File: src/rtl/uart_fifo_ng.sv
// Generic synchronous FIFO used for the UART RX and TX byte queues.
// Latency: a push is visible at the head one clk later; the head is read combinationally.
// Backpressure: a push on a full FIFO is refused unless a pop happens the same clk.
module uart_fifo_ng_fifo #(
    parameter int W  = 8,
    parameter int AW = 4
) (
    input  logic          clk,
    input  logic          reset_n,
    input  logic          i_push,
    input  logic [W-1:0]  i_push_dat,
    input  logic          i_pop,
    output logic [W-1:0]  o_head_dat,
    output logic [AW:0]   o_level
);

    logic [W-1:0] r_mem [0:(1<<AW)-1];
    logic [AW:0]  r_wr_ptr;
    logic [AW:0]  r_rd_ptr;
    logic         w_empty;
    logic         w_full;
    logic         w_pop;
    logic         w_push;

    assign o_level    = r_wr_ptr - r_rd_ptr;
    assign w_empty    = (r_wr_ptr == r_rd_ptr);
    assign w_full     = (r_wr_ptr[AW] != r_rd_ptr[AW]) &&
                        (r_wr_ptr[AW-1:0] == r_rd_ptr[AW-1:0]);
    // Pop on empty is ignored; a full FIFO still takes a push when it is popped the same clk.
    assign w_pop      = i_pop && !w_empty;
    assign w_push     = i_push && (!w_full || w_pop);
    assign o_head_dat = r_mem[r_rd_ptr[AW-1:0]];

    // Pointer update; reset empties the FIFO.
    always_ff @(posedge clk) begin
        if (!reset_n) begin
            r_wr_ptr <= '0;
            r_rd_ptr <= '0;
        end else begin
            if (w_push) r_wr_ptr <= r_wr_ptr + 1'b1;
            if (w_pop)  r_rd_ptr <= r_rd_ptr + 1'b1;
        end
    end

    // Storage write; contents need no reset since the pointers define validity.
    always_ff @(posedge clk) begin
        if (w_push) r_mem[r_wr_ptr[AW-1:0]] <= i_push_dat;
    end

endmodule

// UART with configurable frame format, 16x oversampled receiver and RX/TX byte FIFOs.
// Latency: rx_avail rises 1 clk after the stop-bit sample; TX start bit begins the clk after the pop tick.
// Backpressure: none on the line; full RX FIFO drops bytes (rx_overrun), full TX FIFO drops writes (tx_drop).
module uart_fifo_ng #(
    parameter int freq_hz   = 100000000,
    parameter int baud      = 115200,
    parameter int data_bits = 8,
    parameter int parity    = 0,
    parameter int stop_bits = 1,
    parameter int fifo_aw   = 4
) (
    input  logic               clk,
    input  logic               reset_n,
    input  logic               uart_rxd,
    output logic               uart_txd,
    output logic [7:0]         rx_data,
    output logic               rx_avail,
    input  logic               rx_ack,
    output logic [fifo_aw:0]   rx_level,
    input  logic [7:0]         tx_data,
    input  logic               tx_wr,
    output logic               tx_busy,
    output logic               tx_full,
    input  logic               err_clr,
    output logic               rx_frame_err,
    output logic               rx_parity_err,
    output logic               rx_overrun,
    output logic               tx_drop
);

    localparam int DIV_RAW = freq_hz / (baud * 16);
    localparam int DIV     = (DIV_RAW < 1) ? 1 : DIV_RAW;
    localparam int DW      = (DIV > 1) ? $clog2(DIV) : 1;
    localparam logic [DW-1:0] DIV_LAST  = DW'(DIV - 1);
    localparam logic [2:0]    DBIT_LAST = 3'(data_bits - 1);
    localparam logic [7:0]    DMASK     = 8'((16'd1 << data_bits) - 16'd1);
    localparam logic          PAR_EN    = (parity != 0);
    localparam logic          PAR_ODD   = (parity == 2);
    localparam logic          STOP_LAST = (stop_bits == 2);

    typedef enum logic [2:0] {
        RX_IDLE, RX_START, RX_DATA, RX_PAR, RX_STOP
    } rx_state_t;

    typedef enum logic [2:0] {
        TX_IDLE, TX_START, TX_DATA, TX_PAR, TX_STOP
    } tx_state_t;

    // ---------------- baud tick ----------------
    logic [DW-1:0] r_div_cnt;
    logic          w_tick;

    assign w_tick = (r_div_cnt == DIV_LAST);

    // Free-running divider giving a one-clk enable at 16x the line rate.
    always_ff @(posedge clk) begin
        if (!reset_n)    r_div_cnt <= '0;
        else if (w_tick) r_div_cnt <= '0;
        else             r_div_cnt <= r_div_cnt + DW'(1);
    end

    // ---------------- RX input conditioning ----------------
    logic r_rxd_s1;
    logic r_rxd_s2;
    logic r_rx_armed;

    // Two-flop synchroniser; reset low so start detection only arms after a real idle 1 is seen.
    always_ff @(posedge clk) begin
        if (!reset_n) begin
            r_rxd_s1   <= 1'b0;
            r_rxd_s2   <= 1'b0;
            r_rx_armed <= 1'b0;
        end else begin
            r_rxd_s1 <= uart_rxd;
            r_rxd_s2 <= r_rxd_s1;
            if (r_rxd_s2) r_rx_armed <= 1'b1;
        end
    end

    // ---------------- RX FSM ----------------
    rx_state_t  r_rx_state;
    rx_state_t  w_rx_state_nxt;
    logic [3:0] r_rx_cnt;
    logic [3:0] w_rx_cnt_nxt;
    logic [2:0] r_rx_bit;
    logic [2:0] w_rx_bit_nxt;
    logic [7:0] r_rx_shift;
    logic [7:0] w_rx_shift_nxt;
    logic       r_rx_par;
    logic       w_rx_par_nxt;
    logic       w_rx_push;
    logic       w_rx_ferr;
    logic       w_rx_perr;

    // RX state and datapath registers.
    always_ff @(posedge clk) begin
        if (!reset_n) begin
            r_rx_state <= RX_IDLE;
            r_rx_cnt   <= '0;
            r_rx_bit   <= '0;
            r_rx_shift <= '0;
            r_rx_par   <= 1'b0;
        end else begin
            r_rx_state <= w_rx_state_nxt;
            r_rx_cnt   <= w_rx_cnt_nxt;
            r_rx_bit   <= w_rx_bit_nxt;
            r_rx_shift <= w_rx_shift_nxt;
            r_rx_par   <= w_rx_par_nxt;
        end
    end

    // RX next state: half-bit start check, then one sample per 16 ticks; single stop bit checked.
    always_comb begin
        w_rx_state_nxt = r_rx_state;
        w_rx_cnt_nxt   = r_rx_cnt;
        w_rx_bit_nxt   = r_rx_bit;
        w_rx_shift_nxt = r_rx_shift;
        w_rx_par_nxt   = r_rx_par;
        w_rx_push      = 1'b0;
        w_rx_ferr      = 1'b0;
        w_rx_perr      = 1'b0;
        if (w_tick) begin
            case (r_rx_state)
                RX_IDLE: begin
                    if (r_rx_armed && !r_rxd_s2) begin
                        w_rx_state_nxt = RX_START;
                        w_rx_cnt_nxt   = '0;
                    end
                end
                RX_START: begin
                    if (r_rx_cnt == 4'd7) begin
                        w_rx_cnt_nxt   = '0;
                        w_rx_bit_nxt   = '0;
                        w_rx_shift_nxt = '0;
                        // A high line at mid-start is a glitch: drop back silently.
                        w_rx_state_nxt = r_rxd_s2 ? RX_IDLE : RX_DATA;
                    end else begin
                        w_rx_cnt_nxt = r_rx_cnt + 4'd1;
                    end
                end
                RX_DATA: begin
                    if (r_rx_cnt == 4'd15) begin
                        w_rx_cnt_nxt = '0;
                        w_rx_shift_nxt[r_rx_bit] = r_rxd_s2;
                        if (r_rx_bit == DBIT_LAST)
                            w_rx_state_nxt = PAR_EN ? RX_PAR : RX_STOP;
                        else
                            w_rx_bit_nxt = r_rx_bit + 3'd1;
                    end else begin
                        w_rx_cnt_nxt = r_rx_cnt + 4'd1;
                    end
                end
                RX_PAR: begin
                    if (r_rx_cnt == 4'd15) begin
                        w_rx_cnt_nxt   = '0;
                        w_rx_par_nxt   = r_rxd_s2;
                        w_rx_state_nxt = RX_STOP;
                    end else begin
                        w_rx_cnt_nxt = r_rx_cnt + 4'd1;
                    end
                end
                RX_STOP: begin
                    if (r_rx_cnt == 4'd15) begin
                        w_rx_cnt_nxt   = '0;
                        w_rx_state_nxt = RX_IDLE;
                        w_rx_push      = 1'b1;
                        w_rx_ferr      = !r_rxd_s2;
                        w_rx_perr      = PAR_EN && ((^r_rx_shift ^ r_rx_par) != PAR_ODD);
                    end else begin
                        w_rx_cnt_nxt = r_rx_cnt + 4'd1;
                    end
                end
                default: w_rx_state_nxt = RX_IDLE;
            endcase
        end
    end

    // ---------------- RX FIFO ----------------
    logic [7:0]       w_rx_head;
    logic [fifo_aw:0] w_rx_level;
    logic             w_rx_full;
    logic             w_rx_ovr_set;

    uart_fifo_ng_fifo #(.W(8), .AW(fifo_aw)) u_rx_fifo (
        .clk        (clk),
        .reset_n    (reset_n),
        .i_push     (w_rx_push),
        .i_push_dat (r_rx_shift_sel(w_rx_shift_nxt)),
        .i_pop      (rx_ack),
        .o_head_dat (w_rx_head),
        .o_level    (w_rx_level)
    );

    // The byte pushed at the stop sample is the assembled shift register (upper bits already 0).
    function automatic logic [7:0] r_rx_shift_sel(input logic [7:0] v);
        return v;
    endfunction

    assign rx_level     = w_rx_level;
    assign rx_avail     = (w_rx_level != '0);
    assign w_rx_full    = w_rx_level[fifo_aw];
    assign rx_data      = rx_avail ? w_rx_head : 8'h00;
    assign w_rx_ovr_set = w_rx_push && w_rx_full && !rx_ack;

    // ---------------- TX FIFO ----------------
    logic [7:0]       w_tx_head;
    logic [fifo_aw:0] w_tx_level;
    logic             w_tx_empty;
    logic             w_tx_pop;
    logic             w_tx_drop_set;

    uart_fifo_ng_fifo #(.W(8), .AW(fifo_aw)) u_tx_fifo (
        .clk        (clk),
        .reset_n    (reset_n),
        .i_push     (tx_wr),
        .i_push_dat (tx_data & DMASK),
        .i_pop      (w_tx_pop),
        .o_head_dat (w_tx_head),
        .o_level    (w_tx_level)
    );

    assign w_tx_empty    = (w_tx_level == '0);
    assign tx_full       = w_tx_level[fifo_aw];
    assign w_tx_drop_set = tx_wr && tx_full && !w_tx_pop;

    // ---------------- TX FSM ----------------
    tx_state_t  r_tx_state;
    tx_state_t  w_tx_state_nxt;
    logic [3:0] r_tx_cnt;
    logic [3:0] w_tx_cnt_nxt;
    logic [2:0] r_tx_bit;
    logic [2:0] w_tx_bit_nxt;
    logic [7:0] r_tx_shift;
    logic [7:0] w_tx_shift_nxt;
    logic       r_tx_par;
    logic       w_tx_par_nxt;
    logic       r_tx_stop;
    logic       w_tx_stop_nxt;
    logic       r_txd;
    logic       w_txd_nxt;
    logic       w_tx_load;

    // TX state and registered line output; reset drives the line idle high.
    always_ff @(posedge clk) begin
        if (!reset_n) begin
            r_tx_state <= TX_IDLE;
            r_tx_cnt   <= '0;
            r_tx_bit   <= '0;
            r_tx_shift <= '0;
            r_tx_par   <= 1'b0;
            r_tx_stop  <= 1'b0;
            r_txd      <= 1'b1;
        end else begin
            r_tx_state <= w_tx_state_nxt;
            r_tx_cnt   <= w_tx_cnt_nxt;
            r_tx_bit   <= w_tx_bit_nxt;
            r_tx_shift <= w_tx_shift_nxt;
            r_tx_par   <= w_tx_par_nxt;
            r_tx_stop  <= w_tx_stop_nxt;
            r_txd      <= w_txd_nxt;
        end
    end

    // TX next state: 16 ticks per bit; the last stop bit chains straight into the next start bit.
    always_comb begin
        w_tx_state_nxt = r_tx_state;
        w_tx_cnt_nxt   = r_tx_cnt;
        w_tx_bit_nxt   = r_tx_bit;
        w_tx_shift_nxt = r_tx_shift;
        w_tx_par_nxt   = r_tx_par;
        w_tx_stop_nxt  = r_tx_stop;
        w_txd_nxt      = r_txd;
        w_tx_load      = 1'b0;
        if (w_tick) begin
            case (r_tx_state)
                TX_IDLE: w_tx_load = !w_tx_empty;
                TX_START: begin
                    if (r_tx_cnt == 4'd15) begin
                        w_tx_cnt_nxt   = '0;
                        w_tx_bit_nxt   = '0;
                        w_txd_nxt      = r_tx_shift[0];
                        w_tx_shift_nxt = r_tx_shift >> 1;
                        w_tx_state_nxt = TX_DATA;
                    end else begin
                        w_tx_cnt_nxt = r_tx_cnt + 4'd1;
                    end
                end
                TX_DATA: begin
                    if (r_tx_cnt == 4'd15) begin
                        w_tx_cnt_nxt = '0;
                        if (r_tx_bit == DBIT_LAST) begin
                            w_tx_stop_nxt = 1'b0;
                            if (PAR_EN) begin
                                w_txd_nxt      = r_tx_par;
                                w_tx_state_nxt = TX_PAR;
                            end else begin
                                w_txd_nxt      = 1'b1;
                                w_tx_state_nxt = TX_STOP;
                            end
                        end else begin
                            w_tx_bit_nxt   = r_tx_bit + 3'd1;
                            w_txd_nxt      = r_tx_shift[0];
                            w_tx_shift_nxt = r_tx_shift >> 1;
                        end
                    end else begin
                        w_tx_cnt_nxt = r_tx_cnt + 4'd1;
                    end
                end
                TX_PAR: begin
                    if (r_tx_cnt == 4'd15) begin
                        w_tx_cnt_nxt   = '0;
                        w_txd_nxt      = 1'b1;
                        w_tx_stop_nxt  = 1'b0;
                        w_tx_state_nxt = TX_STOP;
                    end else begin
                        w_tx_cnt_nxt = r_tx_cnt + 4'd1;
                    end
                end
                TX_STOP: begin
                    if (r_tx_cnt == 4'd15) begin
                        w_tx_cnt_nxt = '0;
                        if (r_tx_stop == STOP_LAST) begin
                            if (!w_tx_empty) begin
                                w_tx_load = 1'b1;
                            end else begin
                                w_txd_nxt      = 1'b1;
                                w_tx_state_nxt = TX_IDLE;
                            end
                        end else begin
                            w_tx_stop_nxt = 1'b1;
                        end
                    end else begin
                        w_tx_cnt_nxt = r_tx_cnt + 4'd1;
                    end
                end
                default: w_tx_state_nxt = TX_IDLE;
            endcase
        end
        if (w_tx_load) begin
            w_tx_state_nxt = TX_START;
            w_tx_cnt_nxt   = '0;
            w_txd_nxt      = 1'b0;
            w_tx_shift_nxt = w_tx_head;
            w_tx_par_nxt   = (^w_tx_head) ^ PAR_ODD;
        end
    end

    assign w_tx_pop = w_tx_load;
    assign uart_txd = r_txd;
    assign tx_busy  = !w_tx_empty || (r_tx_state != TX_IDLE);

    // ---------------- sticky errors ----------------
    logic r_rx_frame_err;
    logic r_rx_parity_err;
    logic r_rx_overrun;
    logic r_tx_drop;

    // Sticky flags: a set event wins over a same-clk clear.
    always_ff @(posedge clk) begin
        if (!reset_n) begin
            r_rx_frame_err  <= 1'b0;
            r_rx_parity_err <= 1'b0;
            r_rx_overrun    <= 1'b0;
            r_tx_drop       <= 1'b0;
        end else begin
            if (w_rx_push && w_rx_ferr) r_rx_frame_err <= 1'b1;
            else if (err_clr)           r_rx_frame_err <= 1'b0;
            if (w_rx_push && w_rx_perr) r_rx_parity_err <= 1'b1;
            else if (err_clr)           r_rx_parity_err <= 1'b0;
            if (w_rx_ovr_set)           r_rx_overrun <= 1'b1;
            else if (err_clr)           r_rx_overrun <= 1'b0;
            if (w_tx_drop_set)          r_tx_drop <= 1'b1;
            else if (err_clr)           r_tx_drop <= 1'b0;
        end
    end

    assign rx_frame_err  = r_rx_frame_err;
    assign rx_parity_err = r_rx_parity_err;
    assign rx_overrun    = r_rx_overrun;
    assign tx_drop       = r_tx_drop;

endmodule

File: config.mk
export PLATFORM = sky130hd
export DESIGN_NAME = uart_fifo_ng
export DESIGN_NICKNAME = d
export VERILOG_FILES = /design/src/rtl/uart_fifo_ng.sv
export SDC_FILE = /design/constraint.sdc
export NUM_CORES = 1
export LEC_CHECK = 0
export CORE_ASPECT_RATIO = 0.7
export CORE_UTILIZATION = 45
export CTS_BUF_LIST = sky130_fd_sc_hd__clkbuf_8
export DETAILED_ROUTE_END_ITERATION = 12
export HOLD_SLACK_MARGIN = 0.12
export PLACE_DENSITY = 0.73
export RECOVER_POWER = 25
export SLEW_MARGIN = 40
export SYNTH_ARGS = -nofsm -noshare
export SYNTH_HDL_FRONTEND = slang
export SYNTH_SLANG_ARGS = --single-unit
File: constraint.sdc
create_clock -name clk -period 3.8 [get_ports clk]
set_clock_uncertainty 0.15 [all_clocks]
set_input_delay 0.57 -clock clk [delete_from_list [all_inputs] [get_ports clk]]
set_output_delay 0.57 -clock clk [all_outputs]
set_load 0.01 [all_outputs]
==> out/results.ini, run 1 <==
[run_status]
status=complete, no violations

[floorplan]
rows=53
die_w_um=212
die_h_um=149
core-area_mm2=0.0302
initial_core_util_pct=46.0
ioPinCount=35
die_area_mm2=0.0316

[setup_path]
critPathRequiredTime_ns=3.08
r2r_cells=7
startpoint=u_rx_fifo.r_wr_ptr[0]
crit_type=flop to output pin
start_kind=flop
crit_arrival_ns=3.02
cp-end-kind=output pin
crit_path_max_fanout=4
r2r_start=u_rx_fifo.r_wr_ptr[3]

[logic_synthesis]
yosysWarnings=0
synthArstFlopShare_pct=0
synthFlopType=edfxtp_1
synth_top_family_by_area=multiplexers
ys_seq_elements=333
synth_compound_area_share_pct=5.75
synthCells=897
syn-cell-area_mm2=0.0139
synth_cell_types=63
synth-edff-count=256
synthAdderAreaFrac_pct=2.49
syn_avg_cell_area_um2=15.5
muxShareOfSynthArea_pct=12.6
synth_seq_area_share_pct=66.4
synth-xor-area-share_pct=1.39
synth-simple-area-share_pct=8.94
synth_fp_nets=938

[grt]
grt_usage_pct=19.1
grt_pass1_wl_um=45200
antenna_found_initial=1
grt_max_degree=33
grt_pass1_vias=7810
overflow=0

[power]
power_density_mw_per_mm2=439
power.static_leakage_nw=5.59
ir_worst_vdd_mv=0.431

[run]
maxCapViolCount=0

[timing]
setup_viol=0
hold_viol_final=0
slew_viol_final=0
rsz0062_at_grt=true
period_needed_ns=3.74
slew_headroom_pct=18.8
period_share_pct=98.5
fin_ws_ns=0.0588
tightest_slew_ns=1.22
clock.fmax_ghz=0.267

[cells_and_area]
instances_no_fill=1436
layout.nets=1026
multi_input_area_mm2=0.00435
fillCellCount=2399
antenna_cells=0
drive_above_1_share_pct=21.6
synthToLayoutAreaGrowth_pct=14.5
regArea_mm2=0.00924

[worst_hold_path]
hold_depth=1
hp-start=r_rxd_s1
hold_path.class=flop to flop

[placement]
dp.cells=1333
gp_congestion=0.776
portBuffers=33
place_ws_ns=0.228
hpwl_um=18800

[drt]
avgViaCountPerCell=5.48
finalWirelength_um=29000
drt_iter0_markers=706
vias=7865
route.detailed.drc=0
ant_nets=0
first_pass_iters=5
wire_per_inst_um=20.2

[clock_network]
cts-root-buf=clkbuf_8
clockBufferDepth=3
cts.sinks=333
cts_tree=done
cts_inserted_buffers=50
h-tree-depth=2
cts.clk_slew.worst_paths_ns=0.06
clk_latency_ns=0.60

==> metal layers <==
layer / part of all wire (%) / vias to the layer above / global-route usage (%)
li1: - / 3638 / -
met1: 48 / 3917 / 29.7
met2: 43 / 265 / 27.1
met3: 7.3 / 45 / 4.04
met4: 1.7 / 0 / 5.29
met5: 0 / - / 0
==> Yosys cell counts (2+ instances only) <==
cell type  number  area (um2)
and3b_1         2        17.5
or3_1           6        37.5
and3_1          2        12.5
o21ai_1         2        10.0
and2b_1         5        37.5
nor2b_1        18         113
nand2_2         3        18.8
nor2_1         73         274
nand3_1        12        60.1
a22o_1          8        70.1
edfxtp_1      256        7690
nand2_1        35         131
inv_1          27         101
or4_1           3        22.5
mux2i_1        12         120
buf_4           7        52.6
o311ai_0        4        35.0
mux4_2         72        1620
a21o_1          4        30.0
dfxtp_1        77        1540
xor2_1         10        87.6
ha_1           26         325
a211oi_2        4        50.1
o21a_1          3        22.5
and2_1         16         100
o211ai_1        2        15.0
a21oi_1        40         200
a211oi_1       14         105
buf_2           9        45.0
xnor2_1        12         105
nand4_1        10        62.6
nor3b_1         3        22.5
nor2_2          2        12.5
o21ai_0        25         125
buf_6           3        33.8
clkbuf_1       19        71.3
nor3_1         23         115
nand2b_1        8        50.1
nor4_1          8        50.1
buf_1           5        18.8
o31ai_1         5        37.5
==> where the power goes <==
group | switching [mW] | internal [mW] | total [mW]
Sequential | 0.0111 | 3.91 | 3.93
Clock | 1.38 | 1.50 | 2.89
Combinational | 0.113 | 0.0632 | 0.177
==> logic make-up after synthesis <==
group,after synthesis
flip-flops,333
AND/OR/NAND/NOR,240
AO/OA/AOI/OAI,118
multiplexers,85
buffers and inverters,71
adder cells (fa/ha/maj),27
XOR/XNOR,22
other,1
==> stage by stage <==
step	setup TNS, ns	total power [mW]	cell area [um2]	utilization [%]	hold slack (ns)
floorplan	0	4.10	13900	-	0.262
global placement	0	4.18	14800	49.1	0.271
detailed placement	0	4.18	14800	49.1	0.269
CTS	0	7.06	15900	52.6	0.292
global route	-0.110	7.23	15900	52.7	0.303
finish	0	6.99	15900	52.7	0.291
==> cells in the final DEF (no fill, tap or decap), types with 12 or more instances in the layout <==
master           count
nor3_1              23
edfxtp_1           256
buf_4               42
o21ai_0             25
ha_1                25
nand2_1             35
nor2_1              71
mux2i_1             12
nor2b_1             18
clkbuf_8            56
and2_1              15
xnor2_1             12
mux4_2              72
a21oi_1             40
clkdlybuf4s50_1     13
dfxtp_1             69
a211oi_1            14
inv_1               43
nand3_1             12
==> layout make-up <==
type                    instances  area share [%]
clock inverters                35            1.42
flip-flops and latches        333            58.1
repair buffers                 80            4.40
clock buffers                  56            4.85
multi-input cells             493            27.4
well taps                     412            3.24
inverters                      27           0.637
==> worst max-delay path, stage by stage, from the launching register on <==
cell and delay (ns):
dfxtp_4 0.36, inv_2 0.07, ha_2 0.19, fa_2 0.21
inv_1 0.05, a21o_1 0.17, a21oi_1 0.16, xor2_1 0.24
buf_4 0.16, nor4_2 0.03, buf_4 0.16, buf_4 0.16
buf_4 0.13, nor2b_1 0.10, clkdlybuf4s15_2 0.23
==> worst paths after layout <==
path	to	slack [ns]
worst max-delay path	rx_data[7]	0.06
worst min-delay path	r_rxd_s2	0.29
worst max register to register	u_rx_fifo.r_mem[1][0]	0.79
worst min register to register	r_rxd_s2	0.29
==> timing repair <==
item                       4_1_cts  5_1_grt
gates cloned                     1        0
pin swaps                        2        0
hold buffers                     0        0
setup buffers                    7        4
setup endpoints to repair       10       11
gates resized for setup         21       12
==> flip-flops by register name (all words and copies together), names as in the netlist, 3 cells and up, named ones only <==
name / cells
u_rx_fifo.r_mem: 128
u_tx_fifo.r_mem: 128
r_rx_shift: 8
r_tx_shift: 8
r_div_cnt: 6
u_rx_fifo.r_rd_ptr: 5
u_rx_fifo.r_wr_ptr: 5
u_tx_fifo.r_rd_ptr: 5
u_tx_fifo.r_wr_ptr: 5
r_rx_cnt: 4
r_tx_cnt: 4
r_rx_bit: 3
r_rx_state: 3
r_tx_bit: 3
r_tx_state: 3
No activity file was read; power rests on OpenSTA's default activity.
==> inputs of run 2 (changes only) <==
Settings changed: CTS_CLUSTER_SIZE set to 12, PLACE_DENSITY 0.73 to 0.63.
==> run 2 against run 1 <==
Effect of this change: die area did not move; wire length grew 0.84%; register-to-register slack got worse by 0.31 ns; highest routed layer unchanged; core utilization is 0.50 points higher; fmax up 2.9%; largest cell class unchanged; combinational power increased by 2%.
==> out/results.ini, run 2 (same netlist as run 1, synthesis figures left out) <==
[floorplan]
die_h_um=149
initial_core_util_pct=46.0
rows=53
die_w_um=212
ioPinCount=35
die_area_mm2=0.0316
core-area_mm2=0.0302

[timing]
period_needed_ns=3.64
hold_viol_final=0
tightest_slew_ns=1.10
slew_viol_final=0
period_share_pct=95.7
holdWs_ns=0.289
setup_viol=0
fin_ws_ns=0.164
slew_headroom_pct=26.4
clock.fmax_ghz=0.275

[cells_and_area]
final_common_cell=edfxtp_1
fin_util_pct=53.2
layout.nets=1032
antenna_cells=0
mostFrequentLayoutCells=edfxtp_1 (256), nor2_1 (72), mux4_2 (72), dfxtp_1 (70), clkbuf_8 (59)
synthToLayoutAreaGrowth_pct=15.6
drive_above_1_share_pct=22.0

[clock_network]
cts_inserted_buffers=50
cts.clk_slew.worst_paths_ns=0.06
h-tree-depth=2
clockBufferDepth=3
clk_latency_ns=0.59
cts_tree=done
cts-root-buf=clkbuf_8
cts.sinks=333

[power]
p_sw_mw=1.52
pwr-share-clk_pct=44.0
power_density_mw_per_mm2=456
p_int_mw=5.81
power.static_leakage_nw=5.67
combPwrFrac_pct=2.5
total_power_mw=7.33
seq_power_share_pct=53.6
ir_worst_vdd_mv=0.270
switching_share_pct=20.8

[setup_path]
cp-end-kind=output pin
critPathRequiredTime_ns=3.08
r2r_cells=8
crit_arrival_ns=2.92
crit_type=flop to output pin
start_kind=flop
crit_path_max_fanout=4

[drt]
route.detailed.drc=0
finalWirelength_um=29200
first_pass_iters=5
ant_nets=0
avgViaCountPerCell=5.41
vias=7812
drt_iter0_markers=615
wire_per_inst_um=20.2

[placement]
place_ws_ns=0.398
portBuffers=33
gp_congestion=0.759
hpwl_um=19000

[grt]
grt_usage_pct=19.1
grt_pass1_wl_um=44900
grt_max_degree=33
antenna_found_initial=0
grt_pass1_vias=7532
overflow=0

[run]
maxCapViolCount=0

[worst_hold_path]
hold_depth=1
hold_path.class=flop to flop

[run_status]
status=complete, no violations

==> run 2: cell count changes in the layout (fill, tap and decap cells not counted), moves of 2 or more <==
| cell | before | now |
|---|---|---|
| buf_4 | 42 | 48 |
| bufinv_16 | 2 | 6 |
| clkbuf_8 | 56 | 59 |
| clkinv_1 | 6 | 8 |
| dfxtp_4 | 2 | 0 |
| inv_1 | 43 | 39 |
==> run 2: path summary, 6_finish.rpt <==
path / from / endpoint / slack [ns]
worst max-delay path: u_rx_fifo.r_wr_ptr[0] / rx_data[7] / 0.16
worst max register to register: u_tx_fifo.r_wr_ptr[0] / u_tx_fifo.r_mem[6][0] / 0.48
worst min register to register: r_rxd_s1 / r_rxd_s2 / 0.29
worst min-delay path: r_rxd_s1 / r_rxd_s2 / 0.29
==> run 2: worst max-delay path, stage by stage (launching register included) <==
cell and delay [ns]:
dfxtp_2 0.34, inv_2 0.05, ha_2 0.17, fa_2 0.34
inv_1 0.06, a21o_1 0.10, a21oi_1 0.07, xor2_1 0.14
buf_4 0.16, nor4_4 0.32, buf_6 0.18, buf_4 0.11
nor2b_1 0.03, dlygate4sd2_1 0.27
==> run 2: layout make-up <==
type	count	area (um2)
Clock inverter	35	308
Multi-Input combinational cell	493	4350
Tap cell	412	515
Timing Repair Buffer	86	738
Inverter	27	101
Fill cell	2452	14100
Clock buffer	59	812
Sequential cell	333	9240
==> run 2: power by group through the flow <==
stage | clock network, mW | logic (mW) | registers, mW
6_report | 3.22 | 0.181 | 3.93
5_1_grt | 3.45 | 0.201 | 3.93
2_1_floorplan | 0 | 0.104 | 4.00
4_1_cts | 3.29 | 0.186 | 3.93
3_5_place_dp | 0 | 0.185 | 4.00
3_3_place_gp | 0 | 0.182 | 4.00
==> run 2: through the flow <==
stage	cell area (um2)	TNS, ns	instances
CTS	16100	0	1444
floorplan	13900	0	897
finish	16100	0	1445
global route	16100	-0.00807	1445
global placement	14900	0	1346
detailed placement	14900	0	1346
==> run 2: metal layers <==
metal | routed length, um | global-route usage (%) | vias up
met4 | 482 | 5.22 | 0
li1 | - | - | 3660
met1 | 15300 | 31.7 | 3919
met3 | 1670 | 3.49 | 41
met5 | 0 | 0 | -
met2 | 11800 | 25.2 | 192
==> run 2: repair_timing <==
action / in CTS / in global routing
gates resized for setup: 17 / 11
hold buffers: 0 / 0
pin swaps: 1 / 2
buffers inserted: 3 / 2
gates cloned: 1 / 0
endpoints found under the setup margin: 10 / 10
